$ cat src/rtl/pong_game_ctrl.sv
// Per-frame pong sequencer: paddle, ball, serve/play/miss/game-over and score counters.
// Optional PONG_SPEEDUP_EN: ball step grows by one every fourth paddle hit, capped at 6.
module pong_game_ctrl #(
  parameter int SCREEN_W     = 640,
  parameter int SCREEN_H     = 480,
  parameter int BALL_SIZE    = 8,
  parameter int PADDLE_W     = 10,
  parameter int PADDLE_H     = 40,
  parameter int PADDLE_SPEED = 4,
  parameter int BALL_SPEED   = 2,
  parameter int MISS_HOLD    = 60,
  parameter int MAX_MISSES   = 3
) (
  input  logic       clk_pxl,
  input  logic       reset_n,
  input  logic       frame_tick,
  input  logic       btn_up,
  input  logic       btn_down,
  input  logic       btn_serve,
  output logic [9:0] paddle0_pos_y,
  output logic [9:0] ball_pos_x,
  output logic [9:0] ball_pos_y,
  output logic [7:0] hit_count,
  output logic [3:0] miss_count,
  output logic [1:0] game_state
);

  // state    | meaning
  // SERVE    | ball parked at centre, waiting for a serve edge
  // PLAY     | ball moving, bounces and paddle collision active
  // MISS     | ball frozen at left wall for MISS_HOLD frames
  // GAMEOVER | ball and paddle frozen until a serve edge restarts
  localparam logic [1:0] ST_SERVE = 2'd0;
  localparam logic [1:0] ST_PLAY  = 2'd1;
  localparam logic [1:0] ST_MISS  = 2'd2;
  localparam logic [1:0] ST_OVER  = 2'd3;

  localparam logic [9:0]  PAD_RST   = 10'((SCREEN_H - PADDLE_H) / 2);
  localparam logic [9:0]  X_CTR     = 10'((SCREEN_W - BALL_SIZE) / 2);
  localparam logic [9:0]  Y_CTR     = 10'((SCREEN_H - BALL_SIZE) / 2);
  localparam logic [10:0] PAD_MAX   = 11'(SCREEN_H - PADDLE_H);
  localparam logic [9:0]  PAD_MAX10 = 10'(SCREEN_H - PADDLE_H);
  localparam logic [10:0] X_MAX     = 11'(SCREEN_W - BALL_SIZE);
  localparam logic [9:0]  X_MAX10   = 10'(SCREEN_W - BALL_SIZE);
  localparam logic [10:0] Y_MAX     = 11'(SCREEN_H - BALL_SIZE);
  localparam logic [9:0]  Y_MAX10   = 10'(SCREEN_H - BALL_SIZE);
  localparam logic [10:0] PAD_SPD   = 11'(PADDLE_SPEED);
  localparam logic [9:0]  PAD_SPD10 = 10'(PADDLE_SPEED);
  localparam logic [10:0] PAD_WID   = 11'(PADDLE_W);
  localparam logic [9:0]  PAD_WID10 = 10'(PADDLE_W);
  localparam logic [10:0] PAD_HGT   = 11'(PADDLE_H);
  localparam logic [10:0] BALL_SZ   = 11'(BALL_SIZE);
  localparam logic [2:0]  STEP_RST  = 3'(BALL_SPEED);
  localparam logic [7:0]  HOLD_LAST = 8'(MISS_HOLD - 1);
  localparam logic [3:0]  MISS_LIM  = 4'(MAX_MISSES);

  logic [9:0] pad_q, pad_d, x_q, x_d, y_q, y_d;
  logic       dx_q, dx_d, dy_q, dy_d, serve_q, serve_d;
  logic [7:0] hit_q, hit_d, hold_q, hold_d;
  logic [3:0] miss_q, miss_d;
  logic [1:0] state_q, state_d;
  logic [2:0] step;

`ifdef PONG_SPEEDUP_EN
  logic [2:0] step_q, step_d;
  assign step = step_q;
`else
  assign step = STEP_RST;
`endif

  logic [10:0] pad_w, x_w, y_w, step_w, x_next, y_next;
  logic        serve_edge, overlap, enter_serve;

  assign pad_w  = {1'b0, pad_q};
  assign x_w    = {1'b0, x_q};
  assign y_w    = {1'b0, y_q};
  assign step_w = {8'd0, step};

  always_comb begin
    pad_d       = pad_q;
    x_d         = x_q;
    y_d         = y_q;
    dx_d        = dx_q;
    dy_d        = dy_q;
    hit_d       = hit_q;
    miss_d      = miss_q;
    state_d     = state_q;
    hold_d      = hold_q;
    serve_d     = serve_q;
`ifdef PONG_SPEEDUP_EN
    step_d      = step_q;
`endif
    enter_serve = 1'b0;
    serve_edge  = btn_serve & ~serve_q;
    // collision is judged against the paddle position before this frame's move
    overlap     = ((y_w + BALL_SZ) > pad_w) && (y_w < (pad_w + PAD_HGT));
    x_next      = dx_q ? (x_w + step_w) : (x_w - step_w);
    y_next      = dy_q ? (y_w + step_w) : (y_w - step_w);

    if (frame_tick) begin
      serve_d = btn_serve;
      if (state_q != ST_OVER) begin
        if (btn_up && !btn_down)
          pad_d = (pad_w <= PAD_SPD) ? 10'd0 : (pad_q - PAD_SPD10);
        else if (btn_down && !btn_up)
          pad_d = ((pad_w + PAD_SPD) >= PAD_MAX) ? PAD_MAX10 : (pad_q + PAD_SPD10);
      end

      case (state_q)
        ST_SERVE: begin
          x_d = X_CTR;
          y_d = Y_CTR;
          if (serve_edge) begin
            state_d = ST_PLAY;
            dx_d    = 1'b1;
            dy_d    = 1'b1;
          end
        end
        ST_PLAY: begin
          if (dx_q) begin
            if (x_next >= X_MAX) begin
              x_d  = X_MAX10;
              dx_d = 1'b0;
            end else begin
              x_d = x_next[9:0];
            end
          end else if (x_w <= (PAD_WID + step_w)) begin
            if (overlap) begin
              x_d  = PAD_WID10;
              dx_d = 1'b1;
              if (hit_q != 8'hFF) begin
                hit_d = hit_q + 8'd1;
`ifdef PONG_SPEEDUP_EN
                if (hit_q[1:0] == 2'b11 && step_q < 3'd6)
                  step_d = step_q + 3'd1;
`endif
              end
            end else begin
              x_d     = 10'd0;
              state_d = ST_MISS;
              hold_d  = 8'd0;
              miss_d  = miss_q + 4'd1;
            end
          end else begin
            x_d = x_next[9:0];
          end

          if (!dy_q) begin
            if (y_w <= step_w) begin
              y_d  = 10'd0;
              dy_d = 1'b1;
            end else begin
              y_d = y_next[9:0];
            end
          end else if (y_next >= Y_MAX) begin
            y_d  = Y_MAX10;
            dy_d = 1'b0;
          end else begin
            y_d = y_next[9:0];
          end
        end
        ST_MISS: begin
          if (hold_q == HOLD_LAST) begin
            hold_d = 8'd0;
            if (miss_q == MISS_LIM) begin
              state_d = ST_OVER;
            end else begin
              state_d     = ST_SERVE;
              enter_serve = 1'b1;
            end
          end else begin
            hold_d = hold_q + 8'd1;
          end
        end
        ST_OVER: begin
          if (serve_edge) begin
            hit_d       = 8'd0;
            miss_d      = 4'd0;
            state_d     = ST_SERVE;
            enter_serve = 1'b1;
          end
        end
        default: state_d = ST_SERVE;
      endcase

      if (enter_serve) begin
        x_d = X_CTR;
        y_d = Y_CTR;
`ifdef PONG_SPEEDUP_EN
        step_d = STEP_RST;
`endif
      end
    end
  end

  always_ff @(posedge clk_pxl or negedge reset_n) begin
    if (!reset_n) begin
      pad_q   <= PAD_RST;
      x_q     <= X_CTR;
      y_q     <= Y_CTR;
      dx_q    <= 1'b1;
      dy_q    <= 1'b1;
      hit_q   <= 8'd0;
      miss_q  <= 4'd0;
      state_q <= ST_SERVE;
      hold_q  <= 8'd0;
      serve_q <= 1'b0;
`ifdef PONG_SPEEDUP_EN
      step_q  <= STEP_RST;
`endif
    end else begin
      pad_q   <= pad_d;
      x_q     <= x_d;
      y_q     <= y_d;
      dx_q    <= dx_d;
      dy_q    <= dy_d;
      hit_q   <= hit_d;
      miss_q  <= miss_d;
      state_q <= state_d;
      hold_q  <= hold_d;
      serve_q <= serve_d;
`ifdef PONG_SPEEDUP_EN
      step_q  <= step_d;
`endif
    end
  end

  assign paddle0_pos_y = pad_q;
  assign ball_pos_x    = x_q;
  assign ball_pos_y    = y_q;
  assign hit_count     = hit_q;
  assign miss_count    = miss_q;
  assign game_state    = state_q;

endmodule

$ cat config.mk
export PLATFORM = sky130hd
export DESIGN_NAME = pong_game_ctrl
export DESIGN_NICKNAME = d
export VERILOG_FILES = /design/src/rtl/pong_game_ctrl.sv
export SDC_FILE = /design/constraint.sdc
export NUM_CORES = 1
export LEC_CHECK = 0
export CAP_MARGIN = 0
export CORE_MARGIN = 2
export CORE_UTILIZATION = 40
export CTS_BUF_LIST = sky130_fd_sc_hd__clkbuf_4
export DETAILED_ROUTE_END_ITERATION = 8
export PLACE_DENSITY = 0.57
export RECOVER_POWER = 100
export SKIP_CTS_REPAIR_TIMING = 1
export SLEW_MARGIN = 20
export SYNTH_ARGS = -nofsm -noshare
export SYNTH_HDL_FRONTEND = slang
export SYNTH_SLANG_ARGS = --single-unit
$ cat constraint.sdc
create_clock -name clk_pxl -period 4.7 [get_ports clk_pxl]
set_input_delay 0.705 -clock clk_pxl [delete_from_list [all_inputs] [get_ports clk_pxl]]
set_output_delay 0.705 -clock clk_pxl [all_outputs]
set_load 0.01 [all_outputs]
==> Flow_metrics.wiki <==
{| class="wikitable"
! Metric !! Value
|-
| Run status || finished with violations
|-
| Failing checks || capacitance limit, slew limit
|-
| CTS tree || yes
|-
| Number of flops mapped to enable cells by yosys || 0
|-
| HPWL after DPL || between 9000 and 10000 µm
|-
| Startpoint type of the worst setup path || register
|-
| Utilization after layout || 0.455
|-
| Footprint of the multi-input gates || 3030 µm²
|-
| CTS HTree Levels || 2
|-
| Leakage power of the design || 2.13 nW
|-
| Number of cells in the design after placement || 734
|-
| Power per standard cell area || between 400 and 500 nW/µm²
|-
| Critical path's most frequent cell || sky130_fd_sc_hd__a21oi_1
|-
| Required time reported for the critical path endpoint || 5.04 ns
|-
| Final WS setup || 0.985 ns
|-
| First-pass GRT wire length || around 21000 µm
|-
| Overall via count from detail_route || about 4500
|-
| Synthesized flop and latch total || 51
|-
| Overall die height || 111 µm
|-
| Ratio of final minimum period to clock period || 0.790
|-
| Slowest library cell on the worst path || sky130_fd_sc_hd__dfstp_1
|-
| Slew Limit Fails || 41
|-
| Area of all placed cells without fillers || 5150 µm²
|-
| Maximum number of pins on one net before global-route repair || 41
|-
| Clock transition time at the flip-flop clock pins of the worst setup and hold paths || around 0.18 ns
|-
| Syn-to-layout area delta || 12.2%
|-
| Worst-Margin Slew || between 2 and 2.5 ns
|-
| Fill cell total of the finished layout || around 1100
|-
| Setup repair after global routing missed its margin || no
|-
| Site Rows || 39
|-
| Portion of the post-synthesis area used by sequential elements || 0.283
|-
| Routability-driven placement congestion ratio || 0.913
|-
| Share of flip-flops with an asynchronous set or reset || 1.00
|-
| Overall Global Routing Usage || 0.208
|-
| DRC violation count after routing || 0
|-
| Ratio of routed vias to standard cells || 5.99
|-
| Hold Violations, Final || 0
|-
| Layout cell share with drive strength beyond 1 || 0.0351
|-
| Warnings from Yosys || 0
|-
| Cell at the root of the clock tree || sky130_fd_sc_hd__clkbuf_4
|-
| Clock Sink Count || 51
|-
| Count of TritonRoute iterations in the first routing pass || 5
|-
| Die outline area || 12300 µm²
|-
| Port-buffer cells || 45
|-
| Post-layout instance count excluding filler cells || 743
|-
| Minimum period implied by the final worst setup slack || 3.72 ns
|-
| Residual overflow from global routing || 0
|-
| Slew headroom || -0.456
|-
| CTS buffer count || 5
|-
| DRC marker count from the first detailed-route iteration || 361
|-
| Placeable core area || roughly 11000 µm²
|-
| Dominant delay contributor by cell family on the critical path || simple AND/OR/NAND/NOR gates
|-
| Wire length per cell || 17.0 µm
|-
| Type of the worst setup path || reg2reg
|-
| Post-Place Cell Area || 5130 µm²
|-
| Worst VDD drop || between 0.2 and 0.25 mV
|-
| Post-synthesis cell count || 568
|-
| Worst Path Max Fanout || 16
|-
| Number of distinct library cells after synthesis || 77
|-
| Buffering stage count on the worst path with inverters included || 0
|-
| Average instance area after synthesis || 8.08 µm²
|-
| Total design power || 2.42 mW
|-
| Crit. End Element || register
|-
| Pre-CTS worst setup slack || about 1.3 ns
|-
| Arrival time at the worst endpoint || between 4 and 5 ns
|-
| Storage element area || 1300 µm²
|-
| Final setup violation count || 0
|-
| Type of the most critical hold path || in2async
|-
| # nets final || between 600 and 700
|-
| Final antenna-violating net count || 0
|-
| Clock latency reported for the late side of the worst-skew pair || 0.41 ns
|-
| Slowest stage delay, CP || a little under 1 ns
|-
| Post-synth design cell area || roughly 4600 µm²
|-
| DIE WIDTH || 111 µm
|-
| Antenna violations before repair || 1
|-
| Skew final || roughly 0.016 ns
|-
| Ordered list of cells on the worst path || nand3_1, xnor2_1, ha_1, nand4_1, o31ai_1, a21oi_1, o21ai_0, nor4b_1, or3b_1, a21oi_1
|-
| Via count of the first global-routing pass || 4238
|-
| Worst Hold Margin || 0.330 ns
|-
| Most used flip-flop cell after synthesis || sky130_fd_sc_hd__dfrtp_1
|-
| Maximum buffer depth of the clock tree || 2
|-
| Number of top-level pins || 50
|-
| Total Neg Setup Slack || 0 ns
|-
| MaxCap Viol Count || 1
|-
| Maximum achievable frequency || ~270 MHz
|-
| Wire length after detailed routing || 12600 µm
|-
| Initial standard-cell utilization of the core || 0.406
|}
-- sequential cells by signal, indices dropped and copies added (netlist names) --
signal / count
miss_count: 4
ball_pos_y: 9
hold_q: 8
paddle0_pos_y: 8
ball_pos_x: 9
dy_q: 1
dx_q: 1
game_state: 2
serve_q: 1
hit_count: 8
-- final cells by class --
type / count / area share
clock inverters: 3 / 0.00340
well taps: 143 / 0.0348
diodes: 1 / 0.000486
repair buffers: 49 / 0.0906
flip-flops and latches: 51 / 0.252
multi-input cells: 459 / 0.588
clock buffers: 5 / 0.00729
inverters: 32 / 0.0233
-- cell families (layout without fill, tap and decap cells) --
logic type / after synthesis / count (layout) / synth area share
other cells: 1 / 5 / 0.000817
fa+ha+maj: 40 / 40 / 0.111
compound gates: 183 / 183 / 0.270
xor+xnor: 20 / 20 / 0.0382
mux: 6 / 6 / 0.0164
simple gates: 206 / 206 / 0.226
flops: 51 / 51 / 0.283
buf+inv: 61 / 89 / 0.0561
-- path summary, 6_finish.rpt --
kind | from | to | slack, ns | depth (start not counted)
worst max-delay path | ball_pos_y[5] | hit_count[5] | 0.98 | 10
worst min-delay path | reset_n | ball_pos_y[4] | 0.33 | 1
worst max register to register | ball_pos_y[5] | hit_count[5] | 0.98 | 10
worst min register to register | hold_q[7] | hold_q[7] | 0.53 | 1
max in group asynchronous | reset_n | hold_q[0] | 1.86 | 2
min in group clk_pxl | hold_q[7] | hold_q[7] | 0.53 | 1
-- synthesized netlist by cell type, drive strengths merged, types with 5 or more instances --
cell type   n  area share
nand3b      5      0.0082
nor3       16       0.019
or4         7       0.011
nor2       61       0.050
nand2      40       0.033
nand3      25       0.027
o31ai       7       0.011
xor2        8       0.015
nand4       9       0.012
buf        16       0.019
a211oi      6       0.011
inv        31       0.025
xnor2      12       0.023
o21ai      37       0.041
dfstp      17       0.097
dfrtp      34        0.19
a31oi      11       0.015
a21o        7       0.011
ha         39        0.11
nor4        6      0.0082
a41oi       5      0.0095
nor2b       5      0.0068
or3         8       0.011
o32ai       5       0.014
o221ai      5      0.0095
clkbuf     13       0.011
nand2b      5      0.0068
a21oi      52       0.057
-- where the power goes --
part,total (mW),switching (mW),internal (mW)
combinational,1.46,0.847,0.612
clock,0.223,0.165,0.0583
sequential,0.743,0.205,0.538
total,2.42,1.22,1.21
-- cell usage in the layout, fill, tap and decap left out, types with 6 or more instances in the layout --
cell,count
sky130_fd_sc_hd__a21o_1,7
sky130_fd_sc_hd__a21oi_1,52
sky130_fd_sc_hd__a31oi_1,11
sky130_fd_sc_hd__clkdlybuf4s50_1,17
sky130_fd_sc_hd__dfrtp_1,34
sky130_fd_sc_hd__dfstp_1,15
sky130_fd_sc_hd__dlygate4sd3_1,27
sky130_fd_sc_hd__ha_1,39
sky130_fd_sc_hd__inv_1,31
sky130_fd_sc_hd__nand2_1,40
sky130_fd_sc_hd__nand3_1,25
sky130_fd_sc_hd__nand4_1,9
sky130_fd_sc_hd__nor2_1,61
sky130_fd_sc_hd__nor3_1,15
sky130_fd_sc_hd__nor4_1,6
sky130_fd_sc_hd__o21ai_0,36
sky130_fd_sc_hd__o31ai_1,7
sky130_fd_sc_hd__or3_1,8
sky130_fd_sc_hd__or4_1,7
sky130_fd_sc_hd__xnor2_1,12
sky130_fd_sc_hd__xor2_1,8
-- routing by layer --
| metal | routed length, µm | vias up | GRT usage |
|---|---|---|---|
| met5 | 0 | - | 0 |
| met4 | 144 | 0 | 0.0477 |
| met3 | 508 | 13 | 0.0230 |
| met2 | 6080 | 124 | 0.351 |
| met1 | 5910 | 2146 | 0.287 |
| li1 | - | 2169 | - |
Power figures use the tool's default switching activity.
